--- config.mk ---
export PLATFORM = sky130hd
export DESIGN_NAME = hnoc_out_arbiter
export DESIGN_NICKNAME = d
export VERILOG_FILES = /design/src/rtl/hnoc_out_arbiter_pkg.sv /design/src/rtl/hnoc_out_arbiter_rr_pick.sv /design/src/rtl/hnoc_out_arbiter.sv
export SDC_FILE = /design/constraint.sdc
export NUM_CORES = 1
export LEC_CHECK = 0
export ABC_AREA = 0
export CORE_MARGIN = 3
export CORE_UTILIZATION = 37
export DETAILED_ROUTE_END_ITERATION = 8
export HOLD_SLACK_MARGIN = 0.03
export PLACE_DENSITY_LB_ADDON = 0.25
export SYNTH_ARGS = -nofsm -noshare
export SYNTH_HDL_FRONTEND = slang
export SYNTH_SLANG_ARGS = --single-unit
--- constraint.sdc ---
create_clock -name i_mclk -period 2.2 [get_ports i_mclk]
set_input_delay 0.55 -clock i_mclk [delete_from_list [all_inputs] [get_ports i_mclk]]
set_output_delay 0.55 -clock i_mclk [all_outputs]
set_load 0.01 [all_outputs]
--- src/rtl/hnoc_out_arbiter_pkg.sv ---
// Shared HNoC switch definitions: arbiter FSM encoding and default switch dimensions.
package hnoc_pkg;

    typedef enum logic [0:0] {
        IDLE  = 1'b0,
        GRANT = 1'b1
    } hnoc_state_e;

    localparam int DATA_WIDTH_DEFAULT = 32;
    localparam int NUM_SWITCH_PORTS   = 3;

endpackage

--- src/rtl/hnoc_out_arbiter_rr_pick.sv ---
// Round-robin selector: one-hot winner is the first valid requester strictly after rr_ptr.
module hnoc_rr_pick #(
    parameter int NumIn    = 3,
    parameter int PtrWidth = $clog2(NumIn)
) (
    input  logic [NumIn-1:0]    valid_vec,
    input  logic [PtrWidth-1:0] rr_ptr,
    output logic [NumIn-1:0]    winner,
    output logic                any_valid
);

    logic found_s;
    int   idx_s;

    // Cyclic scan starting one past the last owner; the first valid hit masks all later ones.
    always_comb begin
        winner    = '0;
        found_s   = 1'b0;
        idx_s     = 0;
        any_valid = |valid_vec;
        for (int i = 1; i <= NumIn; i++) begin
            idx_s         = (int'(rr_ptr) + i) % NumIn;
            winner[idx_s] = valid_vec[idx_s] & ~found_s;
            found_s       = found_s | valid_vec[idx_s];
        end
    end

endmodule

--- src/rtl/hnoc_out_arbiter.sv ---
// Output-port arbiter for an HNoC switch: round-robin with bounded bursts feeding an output register.
module hnoc_out_arbiter
    import hnoc_pkg::*;
#(
    parameter int DataWidth = DATA_WIDTH_DEFAULT,
    parameter int NumIn     = NUM_SWITCH_PORTS,
    parameter int BurstMax  = 4
) (
    input  logic                       i_mclk,
    input  logic                       i_reset_n,
    input  logic [NumIn*DataWidth-1:0] i_req_data,
    input  logic [NumIn-1:0]           i_req_valid,
    output logic [NumIn-1:0]           o_req_ready,
    output logic [DataWidth-1:0]       o_data,
    output logic                       o_data_valid,
    input  logic                       i_data_ready,
    output logic [NumIn-1:0]           o_grant,
    output logic                       o_busy
);

    localparam int PtrWidth = $clog2(NumIn);
    localparam int CntWidth = $clog2(BurstMax + 1);
    localparam logic [CntWidth-1:0] LastBeat = CntWidth'(BurstMax - 1);
    localparam logic [PtrWidth-1:0] PtrInit  = PtrWidth'(NumIn - 1);

    hnoc_state_e           state_r;
    logic [PtrWidth-1:0]   rr_ptr_r;
    logic [CntWidth-1:0]   beat_cnt_r;
    logic [NumIn-1:0]      grant_r;
    logic [DataWidth-1:0]  data_r;
    logic                  data_valid_r;

    logic                  load_en_s;
    logic                  in_grant_s;
    logic                  owner_valid_s;
    logic [DataWidth-1:0]  owner_data_s;
    logic [PtrWidth-1:0]   owner_idx_s;
    logic                  accept_s;
    logic                  release_s;
    logic [NumIn-1:0]      pick_s;
    logic                  pick_any_s;

    hnoc_rr_pick #(
        .NumIn    (NumIn),
        .PtrWidth (PtrWidth)
    ) u_pick (
        .valid_vec (i_req_valid),
        .rr_ptr    (rr_ptr_r),
        .winner    (pick_s),
        .any_valid (pick_any_s)
    );

    // Owner decode from the one-hot grant: data mux, index and valid of the current owner.
    always_comb begin
        owner_data_s  = '0;
        owner_idx_s   = '0;
        owner_valid_s = |(i_req_valid & grant_r);
        for (int k = 0; k < NumIn; k++) begin
            owner_data_s = owner_data_s | ({DataWidth{grant_r[k]}} & i_req_data[k*DataWidth +: DataWidth]);
            owner_idx_s  = owner_idx_s | (grant_r[k] ? PtrWidth'(k) : '0);
        end
    end

    // Handshake and release decisions; ready depends only on registered state and downstream ready.
    always_comb begin
        load_en_s   = !data_valid_r || i_data_ready;
        in_grant_s  = (state_r == GRANT);
        accept_s    = in_grant_s && owner_valid_s && load_en_s;
        release_s   = in_grant_s &&
                      ((accept_s && (beat_cnt_r == LastBeat)) || (load_en_s && !owner_valid_s));
        o_req_ready = in_grant_s ? (grant_r & {NumIn{load_en_s}}) : '0;
    end

    // Arbitration FSM, burst counter and round-robin pointer.
    always_ff @(posedge i_mclk or negedge i_reset_n) begin
        if (!i_reset_n) begin
            state_r    <= IDLE;
            rr_ptr_r   <= PtrInit;
            beat_cnt_r <= '0;
            grant_r    <= '0;
        end else begin
            case (state_r)
                IDLE: begin
                    if (pick_any_s) begin
                        grant_r    <= pick_s;
                        beat_cnt_r <= '0;
                        state_r    <= GRANT;
                    end else begin
                        state_r    <= IDLE;
                    end
                end
                GRANT: begin
                    // A beat accepted in the release cycle is still captured by the output register.
                    if (release_s) begin
                        state_r    <= IDLE;
                        rr_ptr_r   <= owner_idx_s;
                        grant_r    <= '0;
                        beat_cnt_r <= '0;
                    end else if (accept_s) begin
                        beat_cnt_r <= beat_cnt_r + CntWidth'(1);
                    end else begin
                        beat_cnt_r <= beat_cnt_r;
                    end
                end
                default: begin
                    state_r    <= IDLE;
                    grant_r    <= '0;
                    beat_cnt_r <= '0;
                end
            endcase
        end
    end

    // Output register: load on accept, drain when downstream takes the beat, otherwise hold.
    always_ff @(posedge i_mclk or negedge i_reset_n) begin
        if (!i_reset_n) begin
            data_r       <= '0;
            data_valid_r <= 1'b0;
        end else if (accept_s) begin
            data_r       <= owner_data_s;
            data_valid_r <= 1'b1;
        end else if (i_data_ready) begin
            data_valid_r <= 1'b0;
        end else begin
            data_valid_r <= data_valid_r;
        end
    end

    assign o_data       = data_r;
    assign o_data_valid = data_valid_r;
    assign o_grant      = grant_r;
    assign o_busy       = (state_r == GRANT);

endmodule

# Word-level counts from Yosys, hierarchy flattened
# Cells that the tools add are included.
classes:
  eq_ne: 4
  n_bitwise: 15
  shifts: 0
  div: 3
  mul: 0
  n_lt_le_gt_ge: 6
  reduce_logical: 18
  add_sub_neg: 4
  mux: 32
ops:
  columns: ["op", "n"]
  rows:
  - ["AND 32 bit", 3]
  - ["greater-or-equal comparator 32 x 1 -> 1 bit, second input constant", 3]
  - ["less-than comparator 32 x 4 -> 1 bit, second input constant", 3]
  - ["modulo 32 x 3 -> 32 bit, second input constant", 3]
  - ["bitwise OR 32 bit", 2]
  - ["two-way mux 3 bit", 6]
  - ["two-way mux 1 bit", 14]
  - ["case mux 3 bit (2 select lines)", 2]
  - ["AND 3 bit", 3]
  - ["logical AND 1 bit", 8]
  - ["adder 2 x 2 -> 3 bit, second input constant", 2]
  - ["binary-select mux 1 bit (select 2 bit)", 3]
  - ["bitwise mux 3 bit", 2]
  - ["demux 1 bit (select 2 bit)", 3]
  - ["AND reduction 2 bit", 3]
  - ["OR reduction 3 bit", 2]
  - ["adder 2 x 1 -> 3 bit, second input constant", 1]
  - ["adder 3 x 1 -> 3 bit, second input constant", 1]
  - ["== test 3 x 2 -> 1 bit, second input constant", 1]
  - ["!= test 3 x 1 -> 1 bit, second input constant", 1]
  - ["inverter 1 bit", 3]
  - ["AND 1 bit", 2]
  - ["zero test 1 bit", 2]
  - ["logical OR 1 bit", 2]
  - ["7 further kinds", 7]
totals:
  in_bits: 102
  latch_bits: 0
  ram_bits: 0
  rom_bits: 0
  mem_count: 0
  reg_bits: 42
  wordCells: 88
  out_inout_bits: 40

# Depth between registers and ports, before layout
depth:
  depth_word: 11
  ltp_mapped: 7
  mapped_depth_nobuf: 6

# By module
# From an unflattened synthesis, not the netlist that was laid out.
hier_totals:
  cells_unflattened: 230
  hier_area_um2: 2428.6
by_module_without_submodules:
  columns: ["module", "n_inst", "seq_area_each_um2", "cells_per_inst", "area_per_inst_um2"]
  rows:
  - ["hnoc_out_arbiter", 1, 1052.3, 194, 2160.8]
  - ["hnoc_rr_pick", 1, 0.0, 36, 267.8]

# Least setup slack after synthesis
# Ideal clock, no wire load.
synth_path:
  kind: "input port to flip-flop"
  start: "in i_req_valid[0]"
  end: "reg grant_r[2] (netlist: o_grant[2])"
  required_time_ns: 2.074
  path_buffers: 1
  path_stages: 5
  setup_time_ns: 0.126
  arrival_ns: 1.808
  setup_slack_ns: 0.266
  cell_sequence: "buf_2 a222oi_1 o211ai_2 and2_4 a221o_1"
synth_via:
  elab_chain_len: 9
  word_cells_on_any_way: 32
  cone_classes: "eq/ne (2); mux (13); bitwise (7); reduce/logical (10)"
synth_lines:
  columns: ["element", "line_no", "source"]
  rows:
  - ["start: declaration", "hnoc_out_arbiter.sv:12", "input logic [NumIn-1:0] i_req_valid,"]
  - ["binary-select mux 1 bit (select 2 bit) or AND 3 bit (tied branches)", "hnoc_out_arbiter_rr_pick.sv:23, hnoc_out_arbiter_rr_pick.sv:24, hnoc_out_arbiter.sv:57", null]
  - ["two-way mux 1 bit (not written as such) or OR reduction 3 bit (tied branches)", "hnoc_out_arbiter_rr_pick.sv:23, hnoc_out_arbiter_rr_pick.sv:24, hnoc_out_arbiter.sv:57", null]
  - ["two-way mux 1 bit (not written as such) or logical AND 1 bit (tied branches)", "hnoc_out_arbiter_rr_pick.sv:23, hnoc_out_arbiter_rr_pick.sv:24, hnoc_out_arbiter.sv:68", null]
  - ["inverter 1 bit (tied with other cells)", "hnoc_out_arbiter_rr_pick.sv:23", "winner[idx_s] = valid_vec[idx_s] & ~found_s;"]
  - ["AND 1 bit (tied with other cells)", "hnoc_out_arbiter_rr_pick.sv:23", null]
  - ["bitwise mux 3 bit (tied with other cells)", "hnoc_out_arbiter_rr_pick.sv:23", null]
  - ["bitwise mux 3 bit or logical AND 1 bit (tied branches)", "hnoc_out_arbiter_rr_pick.sv:23, hnoc_out_arbiter.sv:69", null]
  - ["two-way mux 3 bit or != test 2 x 1 -> 1 bit (tied branches)", null, null]
  - ["case mux 3 bit (2 select lines) or AND reduction 2 bit (tied branches)", null, null]
  - ["end signal: assignment", "hnoc_out_arbiter.sv:85", "grant_r <= pick_s;"]
  - ["end: declaration", "hnoc_out_arbiter.sv:29", "logic [NumIn-1:0] grant_r;"]
# Parallel ways exist; a longest one is shown, timed or not. The select of a mux whose other input is x is not followed.
# A chain may end at the register's enable or synchronous reset.

# Final worst setup path
layout_path:
  start: "in i_data_ready"
  end: "out o_req_ready[1]"
layout_via:
  elab_chain_len: 3
layout_lines:
  columns: ["element", "line_no", "source"]
  rows:
  - ["start: declaration", "hnoc_out_arbiter.sv:16", "input logic i_data_ready,"]
  - ["logical OR 1 bit", "hnoc_out_arbiter.sv:66", "load_en_s = !data_valid_r || i_data_ready;"]
  - ["AND 3 bit", "hnoc_out_arbiter.sv:71", "o_req_ready = in_grant_s ? (grant_r & {NumIn{load_en_s}}) : '0;"]
  - ["two-way mux 3 bit", "hnoc_out_arbiter.sv:71", null]
  - ["end: declaration", "hnoc_out_arbiter.sv:13", "output logic [NumIn-1:0] o_req_ready,"]
# Every way passes these cells.

==> parameters.txt <==
Parameter                              Value

Drt
  Detailed-route DRC error count ... 0
  Initial DRT Pass Iterations ... 5
  Routed wirelength normalized by instance count ... 16.53 um
  Final wirelength ... 7271 um
  Via density per instance ... around 5.5
  First-iteration detailed-routing DRC count ... between 150 and 200
  Antenna-violating nets left ... 0
  Routed via count ... 2421

Place
  IO buf count ... approximately 140
  Placed insts ... 432
  Placer Congestion ... 0.8242
  Detailed placer's ending HPWL ... 5611 um
  Post-placement worst setup slack ... -0.2326 ns

STA
  Maximum clock frequency ... 471.7 MHz
  RSZ-0062 raised after global routing ... no
  Minimum clock period after layout ... between 2 and 2.5 ns
  Number of slew-limit violations in the final report ... 0
  Tightest Pin Transition ... 0.5326 ns
  Post-route worst setup slack ... roughly 0.080 ns
  Final setup violation count ... 0
  Maximum clock skew at final layout ... 0.005214 ns
  Number of failing hold endpoints at the final stage ... 0
  Remaining max-slew budget at the tightest pin ... 0.6449
  Crit share post-route ... 0.9636

Worst setup path
  CP Data Arrival Time ... roughly 1.6 ns
  Worst Reg2Reg Path Length in Cells ... 5
  Critical Path End Type ... output pin
  Critical path's slowest cell ... sky130_fd_sc_hd__clkdlybuf4s50_1
  CP top delay family ... buffers and inverters
  Buffering stage count on the worst path with inverters included ... 2
  Cell-by-cell listing of the critical path ... clkdlybuf4s50_1 -> nand2b_4 -> and3_1 -> dlygate4sd2_1
  Maximum fanout along the worst path ... 4
  Required time of the critical path ... 1.65 ns
  Worst setup path category ... input pin to output pin
  Path length in cells of the critical path ... 4
  Worst setup SP type ... input pin
  Largest incremental delay on the critical path ... roughly 0.4 ns
  Flop-to-flop setup slack ... 0.39 ns

Logic synthesis
  Number of unique standard cell types used by synthesis ... 39
  Yosys reg bits ... 42
  Number of instances in the synthesized netlist ... 226
  FFs w/ async S/R, synth ... 1.000
  Post-Syn Area per Cell ... between 9 and 10 sq um
  Number of enable flip-flop cells after synthesis ... 0
  Synthesized net count ... 334
  Ys flop type ... sky130_fd_sc_hd__dfrtp_1
  Synthesized cell area ... about 2200 sq um
  Sequential-to-total area share from yosys stat ... 0.4706
  Yosys warning count ... 0

Clock tree
  Clock insertion delay at the later pin of the skew report ... 0.29 ns
  Number of CTS-inserted buffers ... 5
  Clk sinks ... 42
  Clock-pin slew on the worst setup and hold paths ... 0.08 ns
  Max Buffers Root-to-Sink ... 2
  Number of levels in the clock H-tree ... 2
  CTS tree ... built
  Cell at the root of the clock tree ... sky130_fd_sc_hd__clkbuf_8

Power
  Fraction of power consumed by combinational cells ... 0.583
  Power per standard cell area ... 1330 nW/um^2
  Maximum resistive drop on vdd ... 723.8 uV
  LEAKAGE ... 1.578 nW
  Clock power frac ... 0.144
  Internal power of the cells ... 3.227 mW
  Sw power ... 1.970 mW
  Fraction of power consumed by sequential logic ... 0.273
  Power Total ... 5.197 mW
  Switching share of power ... 0.3790

Global routing
  Global route overflow ... 0
  Global-route total usage across every layer ... 0.2019
  Wire length of the first global-routing pass ... 11550 um
  Antenna violations before repair ... 0
  Via count of the first global-routing pass ... 2324
  Pin count of the biggest net entering global routing ... 66

Cells and area
  Leading cell types in the layout, fill and taps excluded ... 137 x sky130_fd_sc_hd__clkdlybuf4s50_1, 41 x sky130_fd_sc_hd__dfrtp_1, 34 x sky130_fd_sc_hd__a21oi_1
  Area added between synthesis and finish ... 74.71%
  Leading cell type in the layout, fill and taps excluded ... sky130_fd_sc_hd__clkdlybuf4s50_1
  Fin cells ... 440
  Antenna diodes ... 0
  Net count of the finished layout ... 475
  Fraction of layout cells with a size suffix above 1 ... 0.09239

Flow run
  Max_cap viols ... 0

Floorplan
  Die height ... 83.74 um
  Area inside the core boundary ... roughly 5700 sq um
  Row count ... 27
  Total Die Area ... 7012 sq um
  Initial cell density of the core ... 0.3940
  Width of the chip ... 83.74 um
  Top-level port count ... around 140

Status
  Outcome ... finished, final reports clean

Hold path
  Class of the most critical hold timing path ... input pin to asynchronous set/reset pin
-- cell type report --
| class | count | area, sq um |
|---|---|---|
| Sequential cell | 42 | 1052 |
| Clock inverter | 2 | 60.06 |
| Fill cell | 474 | 1769 |
| Multi-Input combinational cell | 156 | 1071 |
| Inverter | 6 | 22.52 |
| Tap cell | 72 | 90.09 |
| Clock buffer | 6 | 82.58 |
| Timing Repair Buffer | 156 | 1528 |
-- Yosys cell counts (all sizes together), types with 2 or more instances --
| cell type | instances | share of area |
|---|---|---|
| and2 | 2 | 0.0067 |
| nand2 | 5 | 0.0084 |
| dfrtp | 41 | 0.46 |
| clkbuf | 12 | 0.021 |
| a21oi | 34 | 0.076 |
| nor2b | 4 | 0.011 |
| and3 | 3 | 0.0084 |
| nand3 | 3 | 0.0067 |
| nor2 | 33 | 0.055 |
| o22ai | 2 | 0.0056 |
| o31ai | 2 | 0.0067 |
| a222oi | 33 | 0.15 |
| o2bb2ai | 2 | 0.0078 |
| mux2 | 3 | 0.015 |
| o211ai | 2 | 0.0090 |
| or2 | 2 | 0.0056 |
| ha | 6 | 0.034 |
| mux2i | 2 | 0.0090 |
| buf | 10 | 0.025 |
| o21ai | 3 | 0.0067 |
| inv | 6 | 0.010 |
| nand3b | 2 | 0.0067 |
| nor3b | 2 | 0.0067 |
-- kinds of logic (layout without fill, tap and decap cells) --
family / count (synthesis) / in the layout / synth area share
AO/OA/AOI/OAI: 85 / 85 / 0.2871
adder cells (fa/ha/maj): 6 / 6 / 0.03357
buffers and inverters: 28 / 170 / 0.05596
flip-flops: 42 / 42 / 0.4706
multiplexers: 5 / 5 / 0.02406
AND/OR/NAND/NOR: 60 / 60 / 0.1287
-- timing repair --
item / CTS / global route
hold buffers: 0 / 0
buffers inserted: 0 / 0
resized for setup: 4 / 0
setup endpoints to repair: 3 / 0
-- through the flow --
stage | cell area (sq um) | TNS (ns) | utilization | hold WS, ns
3_3_place_gp | 3760 | -0.6978 | 0.6625 | 0.4818
2_1_floorplan | 2236 | 0 | - | 0.2544
6_report | 3906 | 0 | 0.6883 | 0.3082
3_5_place_dp | 3760 | -0.6914 | 0.6625 | 0.4928
4_1_cts | 3906 | 0 | 0.6883 | 0.3338
5_1_grt | 3906 | 0 | 0.6883 | 0.3655
-- power by group through the flow --
stage,Sequential (mW),Combinational [mW],Clock (mW)
2_1_floorplan,1.55,1.53,0
3_3_place_gp,1.41,3.00,0
3_5_place_dp,1.44,3.06,0
4_1_cts,1.43,3.06,0.767
5_1_grt,1.47,3.32,0.799
6_report,1.42,3.03,0.750
-- state kept, by name (all words and copies together), names as in the netlist --
signal        cells
beat_cnt_r        3
o_busy            1
o_data           32
o_data_valid      1
o_grant           3
rr_ptr_r          2
-- layer usage --
| layer | vias up | track usage | wire length, um |
|---|---|---|---|
| met1 | 1146 | 0.2364 | 2780 |
| met3 | 7 | 0.07206 | 744 |
| li1 | 1166 | - | - |
| met5 | - | 0 | 0 |
| met4 | 0 | 0.04678 | 95 |
| met2 | 102 | 0.3529 | 3650 |
-- worst reg2reg max path, delay by kind of cell (launching register included) --
kind / cells / cell delay, ns
compound gates: 3 / 0.46
fa+ha+maj: 1 / 0.36
flops: 1 / 0.56
mux: 1 / 0.37
-- final timing paths --
kind | startpoint | end
max | i_data_ready | o_req_ready[1]
min | i_reset_n | o_data_valid$_DFFE_PN0P_
max reg2reg | rr_ptr_r[1]$_DFFE_PN1P_ | o_grant[1]$_DFFE_PN0P_
min reg2reg | beat_cnt_r[0]$_DFFE_PN0P_ | beat_cnt_r[0]$_DFFE_PN0P_
max in group asynchronous | i_reset_n | rr_ptr_r[1]$_DFFE_PN1P_
min in group i_mclk | beat_cnt_r[0]$_DFFE_PN0P_ | beat_cnt_r[0]$_DFFE_PN0P_
Power figures use the tool's default switching activity.
